===== src/rtl/seg7_pkg.sv =====
// Shared 7-segment definitions: bit order, legal glyphs and the capture FSM state type.
// Active-low segment lines, packed as {g,f,e,d,c,b,a}; no latency, no flow control.
package seg7_pkg;

  localparam int SEG_W = 7;
  localparam int SEG_A = 0;
  localparam int SEG_B = 1;
  localparam int SEG_C = 2;
  localparam int SEG_D = 3;
  localparam int SEG_E = 4;
  localparam int SEG_F = 5;
  localparam int SEG_G = 6;

  localparam logic [SEG_W-1:0] SEG_BLANK = 7'b1111111;

  localparam logic [SEG_W-1:0] GLYPH_0 = 7'b1000000;
  localparam logic [SEG_W-1:0] GLYPH_1 = 7'b1111001;
  localparam logic [SEG_W-1:0] GLYPH_2 = 7'b0100100;
  localparam logic [SEG_W-1:0] GLYPH_3 = 7'b0110000;
  localparam logic [SEG_W-1:0] GLYPH_4 = 7'b0011001;
  localparam logic [SEG_W-1:0] GLYPH_5 = 7'b0010010;
  localparam logic [SEG_W-1:0] GLYPH_6 = 7'b0000010;
  localparam logic [SEG_W-1:0] GLYPH_7 = 7'b1111000;
  localparam logic [SEG_W-1:0] GLYPH_8 = 7'b0000000;
  localparam logic [SEG_W-1:0] GLYPH_9 = 7'b0010000;
  localparam logic [SEG_W-1:0] GLYPH_A = 7'b0001000;
  localparam logic [SEG_W-1:0] GLYPH_B = 7'b0000011;
  localparam logic [SEG_W-1:0] GLYPH_C = 7'b1000110;
  localparam logic [SEG_W-1:0] GLYPH_D = 7'b0100001;
  localparam logic [SEG_W-1:0] GLYPH_E = 7'b0000110;
  localparam logic [SEG_W-1:0] GLYPH_F = 7'b0001110;

  typedef enum logic {
    SCAN = 1'b0,
    EMIT = 1'b1
  } scan_state_e;

endpackage


===== src/rtl/seg7_to_hex.sv =====
// Inverse glyph table: active-low segments to hex nibble, illegal patterns read 0.
// Purely combinational; no flow control.
module seg7_to_hex
  import seg7_pkg::*;
(
  input  logic [SEG_W-1:0] seg_n,
  output logic [3:0]       hex,
  output logic             illegal
);

  always_comb begin
    hex     = 4'h0;
    illegal = 1'b0;
    case (seg_n)
      GLYPH_0: hex = 4'h0;
      GLYPH_1: hex = 4'h1;
      GLYPH_2: hex = 4'h2;
      GLYPH_3: hex = 4'h3;
      GLYPH_4: hex = 4'h4;
      GLYPH_5: hex = 4'h5;
      GLYPH_6: hex = 4'h6;
      GLYPH_7: hex = 4'h7;
      GLYPH_8: hex = 4'h8;
      GLYPH_9: hex = 4'h9;
      GLYPH_A: hex = 4'hA;
      GLYPH_B: hex = 4'hB;
      GLYPH_C: hex = 4'hC;
      GLYPH_D: hex = 4'hD;
      GLYPH_E: hex = 4'hE;
      GLYPH_F: hex = 4'hF;
      default: illegal = 1'b1;
    endcase
  end

endmodule


===== src/rtl/seg7_scan_capture.sv =====
// Recovers hex nibbles from a multiplexed active-low 7-seg bus; capture at k+STABLE_CYCLES+1,
// frame_valid one cycle after the completing capture. Observe-only: no backpressure.
module seg7_scan_capture
  import seg7_pkg::*;
#(
  parameter int NUM_DIGITS     = 4,
  parameter int STABLE_CYCLES  = 16,
  parameter int TIMEOUT_CYCLES = 65536
) (
  input  logic                    clk,
  input  logic                    rst,
  input  logic [NUM_DIGITS-1:0]   an_n,
  input  logic [SEG_W-1:0]        seg_n,
  output logic [4*NUM_DIGITS-1:0] value,
  output logic [NUM_DIGITS-1:0]   err,
  output logic                    frame_valid,
  output logic                    timeout
);

  localparam int SMP_W = NUM_DIGITS + SEG_W;
  localparam int STB_W = $clog2(STABLE_CYCLES + 1);
  localparam int IDL_W = $clog2(TIMEOUT_CYCLES + 1);

  logic [SMP_W-1:0]                 in_q;
  logic [SMP_W-1:0]                 samp;
  logic [STB_W-1:0]                 stab_cnt;
  logic [IDL_W-1:0]                 idle_cnt;
  logic [NUM_DIGITS-1:0][3:0]       slot;
  logic [NUM_DIGITS-1:0]            slot_err;
  logic [NUM_DIGITS-1:0]            seen;
  logic [NUM_DIGITS-1:0]            sel;
  logic [NUM_DIGITS-1:0]            cap_mask;
  logic [3:0]                       dec_hex;
  logic                             dec_illegal;
  logic                             stable;
  logic                             cap_ok;
  logic                             emit;
  logic                             to_hit;
  scan_state_e                      state, state_nxt;

  // Decode the held sample, not the live bus, so the nibble matches the stable pattern.
  seg7_to_hex u_dec (
    .seg_n   (samp[SEG_W-1:0]),
    .hex     (dec_hex),
    .illegal (dec_illegal)
  );

  assign stable   = (in_q == samp);
  assign sel      = ~samp[SMP_W-1:SEG_W];
  assign cap_ok   = stable && (stab_cnt == STB_W'(STABLE_CYCLES - 1)) && $onehot(sel);
  assign cap_mask = cap_ok ? sel : '0;
  assign to_hit   = !cap_ok && (idle_cnt == IDL_W'(TIMEOUT_CYCLES - 1)) && (seen != '0);

  always_ff @(posedge clk) begin
    if (rst) state <= SCAN;
    else     state <= state_nxt;
  end

  always_comb begin
    state_nxt = state;
    emit      = 1'b0;
    case (state)
      SCAN: if (&(seen | cap_mask)) state_nxt = EMIT;
      EMIT: begin
        emit      = 1'b1;
        state_nxt = SCAN;
      end
      default: state_nxt = SCAN;
    endcase
  end

  always_ff @(posedge clk) begin
    if (rst) begin
      in_q        <= '1;
      samp        <= '1;
      stab_cnt    <= '0;
      idle_cnt    <= '0;
      slot        <= '0;
      slot_err    <= '0;
      seen        <= '0;
      value       <= '0;
      err         <= '0;
      frame_valid <= 1'b0;
      timeout     <= 1'b0;
    end else begin
      in_q <= {an_n, seg_n};
      if (!stable) begin
        samp     <= in_q;
        stab_cnt <= '0;
      end else if (stab_cnt != STB_W'(STABLE_CYCLES)) begin
        stab_cnt <= stab_cnt + 1'b1;
      end

      for (int i = 0; i < NUM_DIGITS; i++) begin
        if (cap_mask[i]) begin
          slot[i]     <= dec_hex;
          slot_err[i] <= dec_illegal;
        end
      end

      // A capture landing in the EMIT cycle survives the clear and opens the next frame.
      seen <= ((emit || to_hit) ? '0 : seen) | cap_mask;

      if (cap_ok || to_hit)                          idle_cnt <= '0;
      else if (idle_cnt != IDL_W'(TIMEOUT_CYCLES))   idle_cnt <= idle_cnt + 1'b1;

      frame_valid <= emit;
      timeout     <= to_hit;
      if (emit) begin
        value <= slot;
        err   <= slot_err;
      end
    end
  end

endmodule


===== config.mk =====
export PLATFORM = sky130hd
export DESIGN_NAME = seg7_scan_capture
export DESIGN_NICKNAME = d
export VERILOG_FILES = /design/src/rtl/seg7_pkg.sv /design/src/rtl/seg7_to_hex.sv /design/src/rtl/seg7_scan_capture.sv
export SDC_FILE = /design/constraint.sdc
export NUM_CORES = 1
export LEC_CHECK = 0
export BUFFER_PORTS_ARGS = -buffer_cell sky130_fd_sc_hd__clkbuf_2
export CELL_PAD_IN_SITES_DETAIL_PLACEMENT = 0
export CELL_PAD_IN_SITES_GLOBAL_PLACEMENT = 1
export CORE_ASPECT_RATIO = 1.5
export CORE_MARGIN = 3
export CORE_UTILIZATION = 49
export DETAILED_ROUTE_END_ITERATION = 8
export HOLD_SLACK_MARGIN = 0.05
export PLACE_DENSITY_LB_ADDON = 0.1
export SYNTH_ARGS = -nofsm -noshare
export SYNTH_HDL_FRONTEND = slang
export SYNTH_SLANG_ARGS = --single-unit

===== constraint.sdc =====
create_clock -name clk -period 7.5 [get_ports clk]
set_input_delay 1.5 -clock clk [delete_from_list [all_inputs] [get_ports clk]]
set_output_delay 1.5 -clock clk [all_outputs]
set_load 0.05 [all_outputs]

==> out/qor.yml, run 1 <==
worst_setup_path:
  reg2reg_depth: 9
  end_kind: "flip-flop"
  critPathLaunchType: "input pin"
  crit_path_max_fanout: 50
  required_ns: 7.74
  arrival_ns: 3.65
  critical_path_class: "input pin to flip-flop"
  regToRegSetupSlack_ns: 4.56
floorplan:
  die_area_um2: 9080
  core_area_um2: 7660
  num_rows: 39
  dieWidth_um: 78.8
  start_util_pct: 50.9
  pin_count: 35
  die_h_um: 115
placement:
  place_ws_ns: 3.72
  io_buffer_count: 34
  place_area_um2: 4120
  place_congestion: 0.859
  dp_hpwl_mm: 5.30
timing:
  rsz0062_at_grt: "false"
  setup_slack_ns: 4.09
  relSlewSlack_pct: 39.8
  finalCriticalPeriod_ns: 3.41
  finalClockSkew_ns: 0.00854
  report.final.setup_viol: 0
  tns_ns: 0
  fmax_mhz: 294
  timing.final.crit_share_pct: 45.4
  maxSlewViolCount: 0
  timing.hold.ws_ns: 0.464
  worst_slew_pin_slew_ns: 0.903
  finalHoldViolations: 0
logic_synthesis:
  synthCells: 396
  yosys_warnings: 0
  syn_avg_cell_area_um2: 9.85
  yosys_most_used_dff: "dfxtp_1"
  ys_types: 49
  ys_top_cells_by_count: "91 x dfxtp_1, 57 x nor2_1, 29 x mux2i_1, 22 x or2_2, 18 x nand2_1"
  synthTopCellsByArea: "dfxtp_1 47%, mux2i_1 7.4%, nor2_1 5.5%"
  post-synth-top-count-cell: "dfxtp_1"
  synth-edff-count: 0
  synth_async_sr_flop_share_pct: 0
  ys_seq_area_share_pct: 46.7
  yosys.area.top_type: "dfxtp_1"
  yosys_register_bits: 91
  synth_top_area_share_pct: 46.7
  syn_area_um2: 3900
  synth.net_count: 418
cts:
  postCtsSetupRepairBufs: 0
  hold_buffers: 0
  cts_max_level: 3
  cts_sinks: 91
  clock_latency_ns: 0.33
  post_cts_resized: 0
  cts_root_buffer: "clkbuf_16"
  clk_path_buf_depth: 2
  numCtsBuffers: 9
  clkSlewWorstSetupHoldPaths_ns: 0.06
  cts_tree: "yes"
drt:
  vias: 2793
  ant_nets: 0
  vias_per_cell: 5.26
  drc_errors: 0
  dr.pass1.iters: 4
  drtIter0Drc: 132
  wire_per_inst_um: 14.2
  wirelength_mm: 7.52
power:
  power_density_nw_per_um2: 237
  ir_worst_vdd_mv: 0.189
  power.leakage_nw: 1.72
global_routing:
  grt_max_degree: 51
  grt_use_total_pct: 18.0
  grt_overflow: 0
  grt_pass1_vias: 2695
  antenna_found_initial: 0
  grt_first_pass_wirelength_mm: 12.8
hold_path:
  hold_depth: 1
  min_path_type: "flip-flop to flip-flop"
run_status:
  status: "finished clean"
job:
  max_cap_violations: 0
cells_and_area:
  layout.nets: 446
  final_area_um2: 4460
  fillers: 710
  synthToLayoutAreaGrowth_pct: 14.4
  diodes: 0
  drive_gt1_share_pct: 20.7
layer usage:
layer | track usage, % | part of all wire (%) | up-vias
met5 | 0 | 0 | -
met4 | 6.88 | 1.4 | 0
met3 | 4.78 | 3.4 | 10
met2 | 29.8 | 50 | 51
met1 | 22.3 | 45 | 1307
li1 | - | - | 1425
critical path: stages:
cell and delay [ns]:
clkbuf_2 0.50, inv_1 0.71, nand3_1 0.65, a21oi_1 0.28
logic make-up (layout without fill, tap and decap cells):
family | count (synthesis) | count (layout) | share of synthesized area [%]
adder cells (fa/ha/maj) | 9 | 9 | 3.08
AO/OA/AOI/OAI | 50 | 50 | 7.80
buffers and inverters | 31 | 64 | 3.47
AND/OR/NAND/NOR | 155 | 155 | 22.8
XOR/XNOR | 30 | 30 | 8.38
multiplexers | 30 | 30 | 7.73
flip-flops | 91 | 91 | 46.7
where the power goes:
part / internal, W / switching (W) / total (W)
Sequential: 0.000490 / 0.0000113 / 0.000502
Combinational: 0.0000215 / 0.0000271 / 0.0000486
Clock: 0.000333 / 0.000175 / 0.000509
registers in the layout, summed over array words and instances, names as in the netlist:
register	flops
state	1
slot_err	4
seen	4
frame_valid	1
timeout	1
slot	16
stab_cnt	5
idle_cnt	17
value	16
err	4
in_q	11
samp	11
path summary, 6_finish.rpt:
| path | startpoint | end |
|---|---|---|
| max | rst | idle_cnt[16]$_SDFFE_PP0P_ |
| min | in_q[8]$_SDFF_PP1_ | samp[8]$_SDFFE_PP1P_ |
| max reg2reg | samp[7]$_SDFFE_PP1P_ | slot[15]$_SDFFE_PP0P_ |
| min reg2reg | in_q[8]$_SDFF_PP1_ | samp[8]$_SDFFE_PP1P_ |
stage by stage:
step                cells  power [W]  utilization (%)
floorplan             396   0.000550                -
global placement      515   0.000561             53.7
detailed placement    515   0.000561             53.7
CTS                   531    0.00107             58.2
global route          531    0.00110             58.2
finish                531    0.00106             58.2
cells in the final DEF, fill, tap and decap left out, types with 7 or more instances in the layout:
master,Yosys,layout
inv_1,13,13
and3_1,7,7
dfxtp_1,91,91
mux2i_1,29,29
clkbuf_16,0,9
ha_1,8,8
a21oi_1,17,17
nand4_1,12,12
xor2_1,9,9
o21ai_1,12,12
nor2_1,57,57
xnor2_1,14,14
clkbuf_2,0,34
or2_2,22,22
nand2_1,18,18
cell type report:
cell class	count	area (µm²)	area share, %
clock inverters	5	100	2.24
multi-input cells	274	1940	43.5
inverters	13	48.8	1.09
clock buffers	11	243	5.44
well taps	102	128	2.86
flip-flops and latches	91	1820	40.8
repair buffers	35	178	3.98
Power figures use the tool's default switching activity.
==> run 2, diff against run 1 <==
--- a/config.mk
+++ b/config.mk
@@ -10,7 +10,7 @@
 export CELL_PAD_IN_SITES_GLOBAL_PLACEMENT = 1
 export CORE_ASPECT_RATIO = 1.5
 export CORE_MARGIN = 3
-export CORE_UTILIZATION = 49
+export CORE_UTILIZATION = 41
 export DETAILED_ROUTE_END_ITERATION = 8
 export HOLD_SLACK_MARGIN = 0.05
 export PLACE_DENSITY_LB_ADDON = 0.1
==> constraint.sdc (replaced) <==
create_clock -name clk -period 2.8 [get_ports clk]
set_input_delay 0.56 -clock clk [delete_from_list [all_inputs] [get_ports clk]]
set_output_delay 0.56 -clock clk [all_outputs]
set_load 0.05 [all_outputs]
==> run 2 against run 1 <==
Net effect: non-clock buffer count rose by 8; sequential share of layout area shrank 0.36 points; design area up 0.90%; critical path depth increased by 5; global-route usage shrank 1.9 points; core utilization shrank 9.6 points; clock power is 150% higher; worst setup slack worse by 3.9 ns; critical path type is now flip-flop to flip-flop.
==> out/qor.yml, run 2 (synthesis gave the netlist of run 1 again) <==
cts:
  cts_tree: "yes"
  cts_sinks: 91  # unchanged
  cts_max_level: 3  # unchanged
  hold_buffers: 0  # unchanged
  cts_root_buffer: "clkbuf_16"
  postCtsSetupRepairBufs: 0  # unchanged
  clkSlewWorstSetupHoldPaths_ns: 0.07  # about the same
  numCtsBuffers: 9  # unchanged
  clock_latency_ns: 0.34  # about the same
  clk_path_buf_depth: 2  # unchanged
drt:
  vias: 2843  # +1.8%
  wirelength_mm: 8.00  # +6.3%
  ant_nets: 0  # unchanged
  drtIter0Drc: 82  # -38%
  drc_errors: 0  # unchanged
  dr.pass1.iters: 4  # unchanged
  wire_per_inst_um: 14.6  # +2.8%
  vias_per_cell: 5.18  # -1.5%
cells_and_area:
  multi_input_area_um2: 1940  # unchanged
  synthToLayoutAreaGrowth_pct: 15.4
  drive_gt1_share_pct: 22.4  # +1.7 points
  diodes: 0  # unchanged
  layout_commonest_cell: "dfxtp_1"
  fillers: 921  # +30%
  largest_register_ffs: 17  # unchanged
  largestRegisters: "idle_cnt (17), slot (16), value (16)"
  layout.nets: 454  # +1.8%
  mostFrequentLayoutCells: "91 x dfxtp_1, 57 x nor2_1, 34 x clkbuf_2, 29 x mux2i_1, 22 x or2_2"
  final_cells: 549  # +3.4%
  top_register: "idle_cnt"
  seq_area_um2: 1820  # unchanged
timing:
  fmax_mhz: 378
  setup_slack_ns: 0.158  # -3.94 ns
  tns_ns: 0  # unchanged
  timing.final.crit_share_pct: 94.4
  finalCriticalPeriod_ns: 2.64
  report.final.setup_viol: 0  # unchanged
  finalClockSkew_ns: 0.00752  # -0.00102 ns
  timing.hold.ws_ns: 0.400  # -0.0636 ns
  rsz0062_at_grt: "false"
  finalHoldViolations: 0  # unchanged
  relSlewSlack_pct: 64.2  # +24 points
  maxSlewViolCount: 0  # unchanged
  worst_slew_pin_slew_ns: 0.533  # -0.370 ns
floorplan:
  die_area_um2: 10700  # +18%
  start_util_pct: 42.1  # -8.8 points
  die_h_um: 125  # +8.8%
  pin_count: 35  # unchanged
  dieWidth_um: 85.6  # +8.6%
  core_area_um2: 9250  # +21%
  num_rows: 43  # +10%
global_routing:
  grt_first_pass_wirelength_mm: 13.6  # +6.8%
  antenna_found_initial: 0  # unchanged
  grt_use_total_pct: 16.0  # -1.9 points
  grt_max_degree: 29  # -43%
  grt_overflow: 0  # unchanged
  grt_busiest_layer: "met2"
  grt_pass1_vias: 2760  # +2.4%
  grt_use_met3_pct: 3.16  # -1.6 points
  grt_util_met2_pct: 25.6  # -4.2 points
  use_met1_pct: 20.9  # -1.4 points
power:
  ir_worst_vdd_mv: 0.423  # +120%
  power_w: 0.00273  # +160%
  power.leakage_nw: 1.75  # +1.3%
  power_density_nw_per_um2: 607  # +160%
run_status:
  status: "finished clean"
worst_setup_path:
  critPathLaunchType: "flip-flop"
  critical_path_class: "flip-flop to flip-flop"
  slowest_delay_ns: 0.54  # -0.17 ns
  path_cells: "fa_1 -> inv_1 -> ha_1 -> ha_1 -> and4bb_2 -> nand3_2 -> nor4_4 -> buf_4 -> mux2i_1"
  cp_num_buf_inv: 2  # unchanged
  end_kind: "flip-flop"
  slowest_stage: "fa_1"
  cpMostUsedCell: "ha_1"
  crit_family: "adder cells"
  required_ns: 3.07  # -4.67 ns
  crit_path_max_fanout: 7  # -86%
  arrival_ns: 2.91  # -0.74 ns
placement:
  dp.cells: 532  # +3.3%
  dp_hpwl_mm: 5.70  # +7.5%
  io_buffer_count: 34  # unchanged
  place_congestion: 0.815  # -5.2%
  place_ws_ns: 0.0186  # -3.70 ns
job:
  max_cap_violations: 0  # unchanged
hold_path:
  min_path_type: "input pin to flip-flop"
-- run 2: cell types whose count changed in the layout (fill, tap and decap cells not counted) --
cell / before / now
clkinvlp_4: 0 / 1
clkinv_2: 2 / 0
inv_8: 0 / 1
buf_4: 1 / 7
clkbuf_8: 1 / 0
clkbuf_1: 1 / 0
buf_2: 0 / 1
inv_6: 0 / 3
buf_6: 0 / 1
bufinv_16: 3 / 1
clkinv_4: 0 / 1
-- run 2: worst paths after layout --
kind,startpoint,slack [ns],to,cells past startpoint
setup / recovery,samp[7]$_SDFFE_PP1P_,0.16,slot_err[0]$_SDFFE_PP0P_,9
setup reg to reg,samp[7]$_SDFFE_PP1P_,0.16,slot_err[0]$_SDFFE_PP0P_,9
hold / removal,an_n[0],0.40,in_q[7]$_SDFF_PP1_,2
hold reg to reg,slot_err[0]$_SDFFE_PP0P_,0.47,slot_err[0]$_SDFFE_PP0P_,2
-- run 2: layout make-up --
| cell class | instances | area share, % |
|---|---|---|
| Multi-Input combinational cell | 274 | 43.1 |
| Tap cell | 112 | 3.11 |
| Sequential cell | 91 | 40.5 |
| Inverter | 13 | 1.08 |
| Clock inverter | 7 | 1.86 |
| Clock buffer | 9 | 5.00 |
| Timing Repair Buffer | 43 | 5.31 |
-- run 2: stage by stage --
step | utilization, % | area, µm²
3_3_place_gp | 45.2 | 4180
3_5_place_dp | 45.2 | 4180
5_1_grt | 48.6 | 4500
2_1_floorplan | - | 3900
6_report | 48.6 | 4500
4_1_cts | 48.5 | 4490
-- run 2: routing by layer --
metal	wire, µm	vias to the layer above
met5	0	-
met4	182	0
met3	279	14
met2	3840	65
met1	3690	1320
li1	-	1444
-- run 2: power by group --
group          switching, W  leakage [nW]  internal, W
Sequential        0.0000309         0.739      0.00131
Clock              0.000544         0.149     0.000709
Combinational     0.0000742         0.858    0.0000605
-- run 2: timing repair --
item,CTS,global route
hold endpoints to repair,0,0
endpoints found under the setup margin,0,7
resized for setup,0,1
